===== config.mk =====
export PLATFORM = sky130hd
export DESIGN_NAME = ps2_key_decoder
export DESIGN_NICKNAME = d
export VERILOG_FILES = /design/src/rtl/tetris_input_pkg.sv /design/src/rtl/user_event_fifo.sv /design/src/rtl/ps2_key_decoder.sv
export SDC_FILE = /design/constraint.sdc
export NUM_CORES = 1
export LEC_CHECK = 0
export ABC_CLOCK_PERIOD_IN_PS = 4450
export CAP_MARGIN = 20
export CELL_PAD_IN_SITES_DETAIL_PLACEMENT = 0
export CELL_PAD_IN_SITES_GLOBAL_PLACEMENT = 1
export CORE_MARGIN = 1.5
export CORE_UTILIZATION = 43
export CTS_CLUSTER_SIZE = 25
export DETAILED_ROUTE_END_ITERATION = 16
export GPL_TIMING_DRIVEN = 0
export PLACE_DENSITY_LB_ADDON = 0.2
export SLEW_MARGIN = 30
export SYNTH_ARGS = -nofsm -noshare
export SYNTH_HDL_FRONTEND = slang
export SYNTH_SLANG_ARGS = --single-unit

===== constraint.sdc =====
create_clock -name clk_i -period 4.45 [get_ports clk_i]
set_input_delay 1.335 -clock clk_i [delete_from_list [all_inputs] [get_ports clk_i]]
set_output_delay 1.335 -clock clk_i [all_outputs]
set_load 0.005 [all_outputs]

===== src/rtl/tetris_input_pkg.sv =====
// ----------------------------------------------------------------------------
// tetris_input_pkg
// Shared definitions for the keyboard input path and the main game logic:
//   - user_event_t : 3-bit game event code carried through the event queue
//   - ps2_state_t  : set-2 scan-code parser states
//   - SC_*         : PS/2 set-2 scan-code bytes used by the decoder
//   - map_scan_code: make-code to game-event lookup
//   - is_dir_event : true for the auto-repeatable movement events
// ----------------------------------------------------------------------------
package tetris_input_pkg;

   typedef enum logic [2:0] {
      EV_LEFT     = 3'd0,
      EV_RIGHT    = 3'd1,
      EV_DOWN     = 3'd2,
      EV_ROTATE   = 3'd3,
      EV_DROP     = 3'd4,
      EV_NEW_GAME = 3'd5
   } user_event_t;

   typedef enum logic [1:0] {
      IDLE    = 2'd0,
      EXT     = 2'd1,
      BRK     = 2'd2,
      EXT_BRK = 2'd3
   } ps2_state_t;

   localparam logic [7:0] SC_EXT      = 8'hE0;
   localparam logic [7:0] SC_BRK      = 8'hF0;
   localparam logic [7:0] SC_LEFT     = 8'h6B;
   localparam logic [7:0] SC_RIGHT    = 8'h74;
   localparam logic [7:0] SC_DOWN     = 8'h72;
   localparam logic [7:0] SC_ROTATE   = 8'h75;
   localparam logic [7:0] SC_DROP     = 8'h29;
   localparam logic [7:0] SC_NEW_GAME = 8'h5A;

   typedef struct packed {
      logic        valid;
      user_event_t ev;
   } key_map_t;

   // Arrow keys only exist as extended (E0-prefixed) codes; DROP and NEW_GAME
   // only as plain codes, so the same byte means different things per prefix.
   function automatic key_map_t map_scan_code(input logic i_ext, input logic [7:0] i_code);
      key_map_t r_map;
      r_map.valid = 1'b0;
      r_map.ev    = EV_LEFT;
      if (i_ext) begin
         case (i_code)
            SC_LEFT:   begin r_map.valid = 1'b1; r_map.ev = EV_LEFT;   end
            SC_RIGHT:  begin r_map.valid = 1'b1; r_map.ev = EV_RIGHT;  end
            SC_DOWN:   begin r_map.valid = 1'b1; r_map.ev = EV_DOWN;   end
            SC_ROTATE: begin r_map.valid = 1'b1; r_map.ev = EV_ROTATE; end
            default:   begin r_map.valid = 1'b0; r_map.ev = EV_LEFT;   end
         endcase
      end else begin
         case (i_code)
            SC_DROP:     begin r_map.valid = 1'b1; r_map.ev = EV_DROP;     end
            SC_NEW_GAME: begin r_map.valid = 1'b1; r_map.ev = EV_NEW_GAME; end
            default:     begin r_map.valid = 1'b0; r_map.ev = EV_LEFT;     end
         endcase
      end
      return r_map;
   endfunction

   function automatic logic is_dir_event(input user_event_t i_ev);
      return (i_ev == EV_LEFT) || (i_ev == EV_RIGHT) || (i_ev == EV_DOWN);
   endfunction

endpackage


===== src/rtl/user_event_fifo.sv =====
// ----------------------------------------------------------------------------
// user_event_fifo
// Show-ahead event queue: o_data always shows the head entry (0 when empty).
// A pop on an empty queue is ignored; a push into a full queue is only taken
// when a pop happens in the same cycle, otherwise the entry is discarded
// (the caller detects that through o_full / o_empty).
// Ports:
//   i_clk, i_rst : clock, synchronous active-high reset
//   i_push, i_data : write request and event to store
//   i_pop        : remove head entry
//   o_data       : head entry
//   o_full, o_empty : occupancy flags
// ----------------------------------------------------------------------------
module user_event_fifo
   import tetris_input_pkg::*;
#(
   parameter int DEPTH = 4
)(
   input  logic        i_clk,
   input  logic        i_rst,
   input  logic        i_push,
   input  user_event_t i_data,
   input  logic        i_pop,
   output user_event_t o_data,
   output logic        o_full,
   output logic        o_empty
);

   localparam int ADDR_W = (DEPTH > 1) ? $clog2(DEPTH) : 1;

   user_event_t       r_mem [DEPTH];
   logic [ADDR_W-1:0] r_rd_ptr;
   logic [ADDR_W-1:0] r_wr_ptr;
   logic [ADDR_W:0]   r_count;

   logic w_pop;
   logic w_push;

   assign o_full  = (r_count == (ADDR_W+1)'(DEPTH));
   assign o_empty = (r_count == {(ADDR_W+1){1'b0}});
   assign o_data  = o_empty ? user_event_t'(3'd0) : r_mem[r_rd_ptr];

   // A pop frees the head slot at this edge, so a push may reuse it while full.
   assign w_pop  = i_pop & ~o_empty;
   assign w_push = i_push & (~o_full | w_pop);

   // Pointer and occupancy tracking.
   always_ff @(posedge i_clk) begin
      if (i_rst) begin
         r_rd_ptr <= {ADDR_W{1'b0}};
         r_wr_ptr <= {ADDR_W{1'b0}};
         r_count  <= {(ADDR_W+1){1'b0}};
      end else begin
         if (w_pop) begin
            r_rd_ptr <= r_rd_ptr + ADDR_W'(1);
         end
         if (w_push) begin
            r_wr_ptr <= r_wr_ptr + ADDR_W'(1);
         end
         case ({w_push, w_pop})
            2'b10:   r_count <= r_count + (ADDR_W+1)'(1);
            2'b01:   r_count <= r_count - (ADDR_W+1)'(1);
            default: r_count <= r_count;
         endcase
      end
   end

   // Entry storage; contents are only visible through o_data when non-empty.
   always_ff @(posedge i_clk) begin
      if (w_push) begin
         r_mem[r_wr_ptr] <= i_data;
      end
   end

endmodule


===== src/rtl/ps2_key_decoder.sv =====
// ----------------------------------------------------------------------------
// ps2_key_decoder
// Turns PS/2 set-2 scan-code bytes into game events and queues them for the
// game logic. Optional auto-repeat of held movement keys is enabled by
// defining the macro USER_INPUT_AUTOREPEAT_EN.
// Ports:
//   clk_i, rst_i          : clock, synchronous active-high reset
//   ps2_key_data_i        : received scan-code byte
//   ps2_key_data_en_i     : one-cycle strobe qualifying ps2_key_data_i
//   user_event_rd_req_i   : consumer pop request
//   user_event_o          : head-of-queue event (0 when empty)
//   user_event_ready_o    : queue non-empty
//   event_overflow_o      : sticky, an event was dropped on a full queue
// ----------------------------------------------------------------------------
module ps2_key_decoder
   import tetris_input_pkg::*;
#(
   parameter int FIFO_DEPTH          = 4,
   parameter int REPEAT_DELAY_TICKS  = 27_000_000,
   parameter int REPEAT_PERIOD_TICKS = 8_100_000
)(
   input  logic       clk_i,
   input  logic       rst_i,
   input  logic [7:0] ps2_key_data_i,
   input  logic       ps2_key_data_en_i,
   input  logic       user_event_rd_req_i,
   output logic [2:0] user_event_o,
   output logic       user_event_ready_o,
   output logic       event_overflow_o
);

   if (FIFO_DEPTH < 2 || (FIFO_DEPTH & (FIFO_DEPTH - 1)) != 0) begin : g_bad_depth
      $error("FIFO_DEPTH must be a power of two and at least 2");
   end
   if (REPEAT_DELAY_TICKS < 1 || REPEAT_PERIOD_TICKS < 1) begin : g_bad_repeat
      $error("repeat tick counts must be at least 1");
   end

   ps2_state_t  r_state;
   ps2_state_t  w_next_state;
   logic        w_done;
   logic        w_ext;
   logic        w_break;
   key_map_t    w_map;
   logic        w_make_done;
   logic        w_push;
   user_event_t w_push_ev;
   logic        w_pop;
   logic        w_full;
   logic        w_empty;
   user_event_t w_head;
   logic        r_overflow;

   // Classify the strobed byte against the current parser state.
   always_comb begin
      w_next_state = r_state;
      w_done       = 1'b0;
      w_ext        = 1'b0;
      w_break      = 1'b0;
      if (ps2_key_data_en_i) begin
         case (r_state)
            IDLE: begin
               if (ps2_key_data_i == SC_EXT) begin
                  w_next_state = EXT;
               end else if (ps2_key_data_i == SC_BRK) begin
                  w_next_state = BRK;
               end else begin
                  w_next_state = IDLE;
                  w_done       = 1'b1;
               end
            end
            EXT: begin
               if (ps2_key_data_i == SC_BRK) begin
                  w_next_state = EXT_BRK;
               end else begin
                  w_next_state = IDLE;
                  w_done       = 1'b1;
                  w_ext        = 1'b1;
               end
            end
            BRK: begin
               w_next_state = IDLE;
               w_done       = 1'b1;
               w_break      = 1'b1;
            end
            EXT_BRK: begin
               w_next_state = IDLE;
               w_done       = 1'b1;
               w_ext        = 1'b1;
               w_break      = 1'b1;
            end
            default: begin
               w_next_state = IDLE;
            end
         endcase
      end else begin
         w_next_state = r_state;
      end
   end

   assign w_map       = map_scan_code(w_ext, ps2_key_data_i);
   assign w_make_done = w_done & ~w_break & w_map.valid;

   // Parser state register.
   always_ff @(posedge clk_i) begin
      if (rst_i) begin
         r_state <= IDLE;
      end else begin
         r_state <= w_next_state;
      end
   end

`ifdef USER_INPUT_AUTOREPEAT_EN
   localparam int CNT_MAX = (REPEAT_DELAY_TICKS > REPEAT_PERIOD_TICKS) ?
                            REPEAT_DELAY_TICKS : REPEAT_PERIOD_TICKS;
   localparam int CNT_W   = (CNT_MAX > 1) ? $clog2(CNT_MAX) : 1;
   // The counter fires on reaching zero, so load one less than the tick count.
   localparam logic [CNT_W-1:0] DELAY_LOAD  = CNT_W'(REPEAT_DELAY_TICKS - 1);
   localparam logic [CNT_W-1:0] PERIOD_LOAD = CNT_W'(REPEAT_PERIOD_TICKS - 1);

   logic             r_held_valid;
   user_event_t      r_held_key;
   logic [CNT_W-1:0] r_rpt_cnt;
   logic             w_dec_push;
   logic             w_new_dir;
   logic             w_held_break;
   logic             w_cnt_zero;
   logic             w_rpt_fire;

   assign w_cnt_zero = (r_rpt_cnt == {CNT_W{1'b0}});

   // Held-key bookkeeping; typematic makes of the held key are swallowed
   // because the repeat counter already produces those events.
   always_comb begin
      w_dec_push   = 1'b0;
      w_new_dir    = 1'b0;
      w_held_break = 1'b0;
      w_rpt_fire   = 1'b0;
      w_push       = 1'b0;
      w_push_ev    = w_map.ev;
      if (w_make_done && is_dir_event(w_map.ev) && r_held_valid && (w_map.ev == r_held_key)) begin
         w_dec_push = 1'b0;
      end else begin
         w_dec_push = w_make_done;
      end
      w_new_dir    = w_dec_push & is_dir_event(w_map.ev);
      w_held_break = w_done & w_break & w_map.valid & r_held_valid & (w_map.ev == r_held_key);
      w_rpt_fire   = r_held_valid & w_cnt_zero & ~w_held_break;
      // A decoded event wins the single push slot over a repeat.
      if (w_dec_push) begin
         w_push    = 1'b1;
         w_push_ev = w_map.ev;
      end else begin
         w_push    = w_rpt_fire;
         w_push_ev = r_held_key;
      end
   end

   // Held key and repeat countdown.
   always_ff @(posedge clk_i) begin
      if (rst_i) begin
         r_held_valid <= 1'b0;
         r_held_key   <= EV_LEFT;
         r_rpt_cnt    <= {CNT_W{1'b0}};
      end else if (w_new_dir) begin
         r_held_valid <= 1'b1;
         r_held_key   <= w_map.ev;
         r_rpt_cnt    <= DELAY_LOAD;
      end else if (w_held_break) begin
         r_held_valid <= 1'b0;
         r_rpt_cnt    <= {CNT_W{1'b0}};
      end else if (r_held_valid && w_cnt_zero) begin
         // Reload whether the repeat was pushed or lost to a decoded event.
         r_rpt_cnt <= PERIOD_LOAD;
      end else if (r_held_valid) begin
         r_rpt_cnt <= r_rpt_cnt - CNT_W'(1);
      end else begin
         r_rpt_cnt <= r_rpt_cnt;
      end
   end
`else
   assign w_push    = w_make_done;
   assign w_push_ev = w_map.ev;
`endif

   assign w_pop = user_event_rd_req_i & ~w_empty;

   user_event_fifo #(
      .DEPTH (FIFO_DEPTH)
   ) u_fifo (
      .i_clk   (clk_i),
      .i_rst   (rst_i),
      .i_push  (w_push),
      .i_data  (w_push_ev),
      .i_pop   (w_pop),
      .o_data  (w_head),
      .o_full  (w_full),
      .o_empty (w_empty)
   );

   // Sticky drop flag; a same-cycle pop makes room so nothing is lost then.
   always_ff @(posedge clk_i) begin
      if (rst_i) begin
         r_overflow <= 1'b0;
      end else if (w_push && w_full && !w_pop) begin
         r_overflow <= 1'b1;
      end else begin
         r_overflow <= r_overflow;
      end
   end

   assign user_event_o       = w_head;
   assign user_event_ready_o = ~w_empty;
   assign event_overflow_o   = r_overflow;

endmodule

==> run metrics, run 1 <==
worst slack, placed=-134 ps; Design Power=0.452 mW; Post-DRT Antenna Nets=0; Reg power frac=54.1%; P_sw=0.114 mW; clock root buffer=clkbuf_4; maximum clock path buffer count=2; Area Overhead vs Synth=17.8%; Residual DRC=0; vias in the first global route=865; H-tree depth=1; CTS Hold Bufs=0; EDFF count, synth=12; layout cell share with drive strength beyond 1=14.9%; setup slack, reg-to-reg=1830 ps; vias per cell=5.44; Fmax achieved=236 MHz; 1st-iter DRT viols=15; RSZ-0062 raised after global routing=no; sequential-to-total area share from yosys stat=45.4%; first-pass GRT wire length=3830 um; die area=3420 um2; Final Cell Area=1560 um2; most common cell after layout, fill and taps aside=clkdlybuf4s50_1; period utilization=95.2%; unique cell type count in the Yosys netlist=40; final wirelength=2230 um; Max Cap Violations=0; CP Capture Type=register; ys flop type=edfxtp_1; core area=2830 um2; largest net degree at the start of global routing=14; GP Congestion=0.753; clock latency on the worst-skew pair=320 ps; Syn Area/Cell=11.6 um2; peak supply drop=0.131 mV; die width=58.5 um; min cycle time layout=4230 ps; fin nets=152; Synth Register Bits=24; Comb power frac=19.6%; post-CTS setup buffer count=0; crit-path max FO=6; worst endpoint required time=4680 ps; Max Slew Vio Count=0; Syn Nets=131; slew at the pin closest to its max-slew limit=602 ps; Die Y-Extent=58.5 um; Vias=898; I/O pin count=17; FP Rows=19; DP HPWL=1760 um; crit path DAT=4460 ps; clock tree sinks=24; post-cts resize count=0; Internal=0.338 mW; Setup TNS=0 ps; Starting Density=46.8%; final setup margin=215 ps; hold path cells=2; final setup skew=2.87 ps; clock share of power=26.3%; Post-Syn Area=1320 um2; Wirelength per Cell=13.5 um; switch share=25.3%; Final Hold Viols=0; GRT Total Usage=14.9%; TritonCTS Buffers=3; IO Port Bufs=16; Worst-path clk slew=140 ps; CTS tree=yes; P_leak=0.527 nW; Final Setup Violations=0; HP Class=register to register; number of cells produced by synthesis=114; Async S/R FF share, synth=0%; Syn. warnings=0; Cell Pwr Density=290 nW/um2; commonest non-fill, non-tap cells in the layout=clkdlybuf4s50_1 (16), dfxtp_1 (12), edfxtp_1 (12); critical path class=input pin to register; launching element type of the critical path=input pin; outcome=finished clean; Overflow after GRT=0; worst r2r path cells=10; Worst slew margin=59.7%; initial antenna violation count=0; antenna cell count=0; Initial DRT Pass Iterations=4; Placed Area=1520 um2
[power by group through the flow]
stage                     Combinational, mW  Clock, mW  Sequential (mW)
after floorplan                      0.0587          0            0.248
after global placement               0.0873          0            0.250
after detailed placement             0.0892          0            0.250
after CTS                            0.0895      0.123            0.245
after global routing                 0.0971      0.133            0.247
final                                0.0884      0.119            0.245
[flip-flops by register name (all words and copies together) (netlist names), named ones only]
| register | count |
|---|---|
| u_fifo.r_wr_ptr | 2 |
| u_fifo.r_count | 3 |
| u_fifo.r_mem | 12 |
| u_fifo.r_rd_ptr | 2 |
| r_state | 2 |
| event_overflow_o | 1 |
[cell usage after synthesis (2+ instances only)]
library cell	instances	share of area (%)
dfxtp_1	12	18
clkbuf_1	2	0.57
nand3b_1	2	1.1
mux4_2	3	5.1
mux2i_1	2	1.5
nor2b_1	2	0.95
nor4_1	2	0.95
and2_1	9	4.3
a21oi_1	2	0.76
xnor2_1	2	1.3
inv_1	7	2.0
or3_1	2	0.95
mux2_4	2	2.3
nand3_1	2	0.76
nor2_1	11	3.1
nand2_1	8	2.3
nand2b_1	6	2.8
a2111oi_4	2	4.2
edfxtp_1	12	27
ha_1	4	3.8
[cells by family (layout without fill, tap and decap cells)]
| group | Yosys count | after routing | share of synthesized area (%) |
|---|---|---|---|
| AO/OA/AOI/OAI | 15 | 15 | 12.7 |
| XOR/XNOR | 3 | 3 | 1.99 |
| adder cells (fa/ha/maj) | 5 | 5 | 5.29 |
| buffers and inverters | 9 | 29 | 2.55 |
| flip-flops | 24 | 24 | 45.4 |
| multiplexers | 8 | 8 | 10.6 |
| AND/OR/NAND/NOR | 50 | 50 | 21.5 |
[final timing paths]
| check | from | end |
|---|---|---|
| hold reg to reg | r_state[1]$_SDFFE_PP0P_ | r_state[1]$_SDFFE_PP0P_ |
| hold / removal | r_state[1]$_SDFFE_PP0P_ | r_state[1]$_SDFFE_PP0P_ |
| setup / recovery | ps2_key_data_i[1] | u_fifo.r_count[2]$_SDFFE_PP0P_ |
| setup reg to reg | r_state[1]$_SDFFE_PP0P_ | u_fifo.r_count[2]$_SDFFE_PP0P_ |
[critical path, cell delays in order]
cell and delay, ps:
clkdlybuf4s50_1 510, nor4b_2 430, a41o_1 340, o211ai_1 290, a21bo_2 340, and2_1 190
fa_1 430, inv_1 100, a2111oi_4 40, a21oi_2 150, mux2_4 300
[per-layer routing]
layer | up-vias | wire (um) | GRT usage, %
met1 | 430 | 1010 | 17.9
met2 | 13 | 1130 | 25.7
met4 | 0 | 37 | 6.98
met3 | 4 | 50 | 2.64
li1 | 451 | - | -
met5 | - | 0 | 0
[area by class of cell]
| class | instances | area [um2] |
|---|---|---|
| fillers | 260 | 1270 |
| multi-input cells | 81 | 689 |
| flip-flops and latches | 24 | 601 |
| repair buffers | 16 | 160 |
| well taps | 31 | 38.8 |
| clock buffers | 4 | 36.3 |
| inverters | 7 | 26.3 |
| plain buffers | 2 | 7.51 |
[metrics by stage]
step | hold WS, ps | std cells | util [%]
6_report | 493 | 165 | 55.1
5_1_grt | 534 | 165 | 55.1
4_1_cts | 495 | 165 | 55.1
3_5_place_dp | 475 | 161 | 53.8
3_3_place_gp | 470 | 161 | 53.8
2_1_floorplan | 452 | 114 | -
No activity file was read; power rests on OpenSTA's default activity.
==> run 2: changes to the inputs <==
Settings changed: CORE_UTILIZATION 43 to 45, CTS_BUF_LIST set to sky130_fd_sc_hd__clkbuf_8.
==> run metrics, run 2 (synthesized netlist as in run 1, its figures left out) <==
period utilization=95.5% (+0.37 points); most common cell after layout, fill and taps aside=clkdlybuf4s50_1; Worst-path clk slew=80 ps (-60 ps); die area=3280 um2 (-4.2%); multi-input logic area=689 um2 (unchanged); vias in the first global route=870 (+0.58%); Starting Density=47.6% (+0.80 points); antenna cell count=0 (unchanged); Worst slew margin=60.5% (+0.86 points); Vias=879 (-2.1%); P_leak=0.541 nW (+2.8%); clock latency on the worst-skew pair=260 ps (-60 ps); Die Y-Extent=57.2 um (-2.1%); crit path DAT=4410 ps (-50 ps); Final Hold Viols=0 (unchanged); global routing usage on met3=2.72% (+0.084 points); clock tree sinks=24 (unchanged); crit-path max FO=6 (unchanged); post-cts resize count=0 (unchanged); worst endpoint required time=4610 ps (-70 ps); reg2reg start=r_state[1]$_SDFFE_PP0P_; I/O pin count=17 (unchanged); CP Capture Type=register; CTS tree=yes; clock root buffer=clkbuf_8; commonest non-fill, non-tap cells in the layout=clkdlybuf4s50_1 (16), dfxtp_1 (12), edfxtp_1 (12); worst slack, placed=-85.6 ps (+48.4 ps); fin nets=152 (unchanged); Critical R2R Capture=u_fifo.r_count[2]$_SDFFE_PP0P_; layout cell share with drive strength beyond 1=14.9% (unchanged); largest net degree at the start of global routing=15 (+1); Setup TNS=0 ps (unchanged); GRT Total Usage=15.1% (+0.20 points); register area=601 um2 (unchanged); FP Rows=19 (unchanged); TritonCTS Buffers=3 (unchanged); worst r2r path cells=10 (unchanged); hold path cells=2 (unchanged); maximum clock path buffer count=2 (unchanged); post-CTS setup buffer count=0 (unchanged); met2 GRT Util=25.6% (-0.066 points); launching element type of the critical path=input pin; peak supply drop=0.228 mV (+74%); max reg flops=12 (unchanged); Placed Area=1520 um2 (unchanged); Residual DRC=0 (unchanged); final setup skew=1.62 ps (-1.25 ps); biggest regs=u_fifo.r_mem: 12 flops, u_fifo.r_count: 3 flops; setup slack, reg-to-reg=1860 ps (+30 ps); Fmax achieved=235 MHz (-0.38%); final setup margin=199 ps (-16.4 ps); # fillers=250 (-3.8%); hold endpoint=r_state[1]$_SDFFE_PP0P_; IO Port Bufs=16 (unchanged); met1 global-route usage=18.6% (+0.71 points); core area=2780 um2 (-1.7%); RSZ-0062 raised after global routing=no; outcome=finished clean; vias per cell=5.33 (-2.1%); initial antenna violation count=0 (unchanged); H-tree depth=1 (unchanged); Most flops, register=u_fifo.r_mem; Wirelength per Cell=13.1 um (-3.2%); first-pass GRT wire length=3770 um (-1.6%); min cycle time layout=4250 ps (+16.4 ps); Final Cell Area=1590 um2 (+2.2%); Design Power=0.520 mW (+15%); 1st-iter DRT viols=17 (+2); slew at the pin closest to its max-slew limit=589 ps (-12.9 ps); Max Cap Violations=0 (unchanged); Max Slew Vio Count=0 (unchanged); final wirelength=2160 um (-3.2%); GP Congestion=0.844 (+12%); Cell Pwr Density=326 nW/um2 (+12%); Overflow after GRT=0 (unchanged); Area Overhead vs Synth=20.4%; critical path class=input pin to register; DP HPWL=1760 um (+0.16%); die width=57.2 um (-2.1%); most used routing layer=met2; hold path start=r_state[1]$_SDFFE_PP0P_; HP Class=register to register; CTS Hold Bufs=0 (unchanged); Initial DRT Pass Iterations=4 (unchanged); Post-DRT Antenna Nets=0 (unchanged); Final Setup Violations=0 (unchanged)
==> run 2: cell types whose count changed in the layout (fill, tap and decap cells not counted), sizes merged <==
| cell | change |
|---|---|
| bufinv | +1 |
| clkbuf | -1 |
==> run 2: layout make-up <==
class / instances / share of cell area, %
tap: 31 / 2.43
timing repair buffer: 16 / 10.0
multi-input combinational: 81 / 43.2
clock buffer: 3 / 2.59
buffer: 2 / 0.471
clock inverter: 1 / 1.88
sequential: 24 / 37.7
inverter: 7 / 1.65
==> run 2: through the flow <==
step / instances / hold WS [ps] / utilization, %
after detailed placement: 161 / 480 / 54.7
after global routing: 165 / 525 / 57.3
after CTS: 165 / 493 / 57.3
after global placement: 161 / 468 / 54.7
final: 165 / 490 / 57.3
after floorplan: 114 / 452 / -
==> run 2: worst max-delay path, cell delays in order <==
cell             delay, ps
clkdlybuf4s50_1        500
nor4b_2                420
a41o_1                 310
o211ai_1               270
a21bo_2                350
and2_1                 190
fa_1                   440
inv_1                  110
a2111oi_4               40
a21oi_2                150
mux2_4                 300
==> run 2: where the power goes <==
part / switching, mW / total [mW] / internal [mW]
clock network: 0.0677 / 0.188 / 0.120
registers: 0.00763 / 0.244 / 0.237
logic: 0.0367 / 0.0872 / 0.0505
==> run 2: routing by layer <==
layer	up-vias	wire, um
met4	0	34
li1	447	-
met2	18	1040
met5	-	0
met3	4	82
met1	410	1000
==> run 2: worst max-delay path by stage <==
stage / startpoint / to / slack [ps] / depth (start not counted)
after floorplan: ps2_key_data_i[0] / u_fifo.r_count[2]$_SDFFE_PP0P_ / 660 / 10
after global placement: ps2_key_data_i[1] / u_fifo.r_count[2]$_SDFFE_PP0P_ / -60 / 11
after detailed placement: ps2_key_data_i[1] / u_fifo.r_count[2]$_SDFFE_PP0P_ / -90 / 11
after CTS: ps2_key_data_i[1] / u_fifo.r_count[2]$_SDFFE_PP0P_ / 200 / 11
after global routing: ps2_key_data_i[1] / u_fifo.r_count[2]$_SDFFE_PP0P_ / 30 / 11
final: ps2_key_data_i[1] / u_fifo.r_count[2]$_SDFFE_PP0P_ / 200 / 11
==> run 3: changes to the inputs <==
Settings changed: CAP_MARGIN 20 to unset, SLEW_MARGIN 30 to 10.
==> results of run 3 <==
Final layout, timing and power as in run 2 (identical DEF).
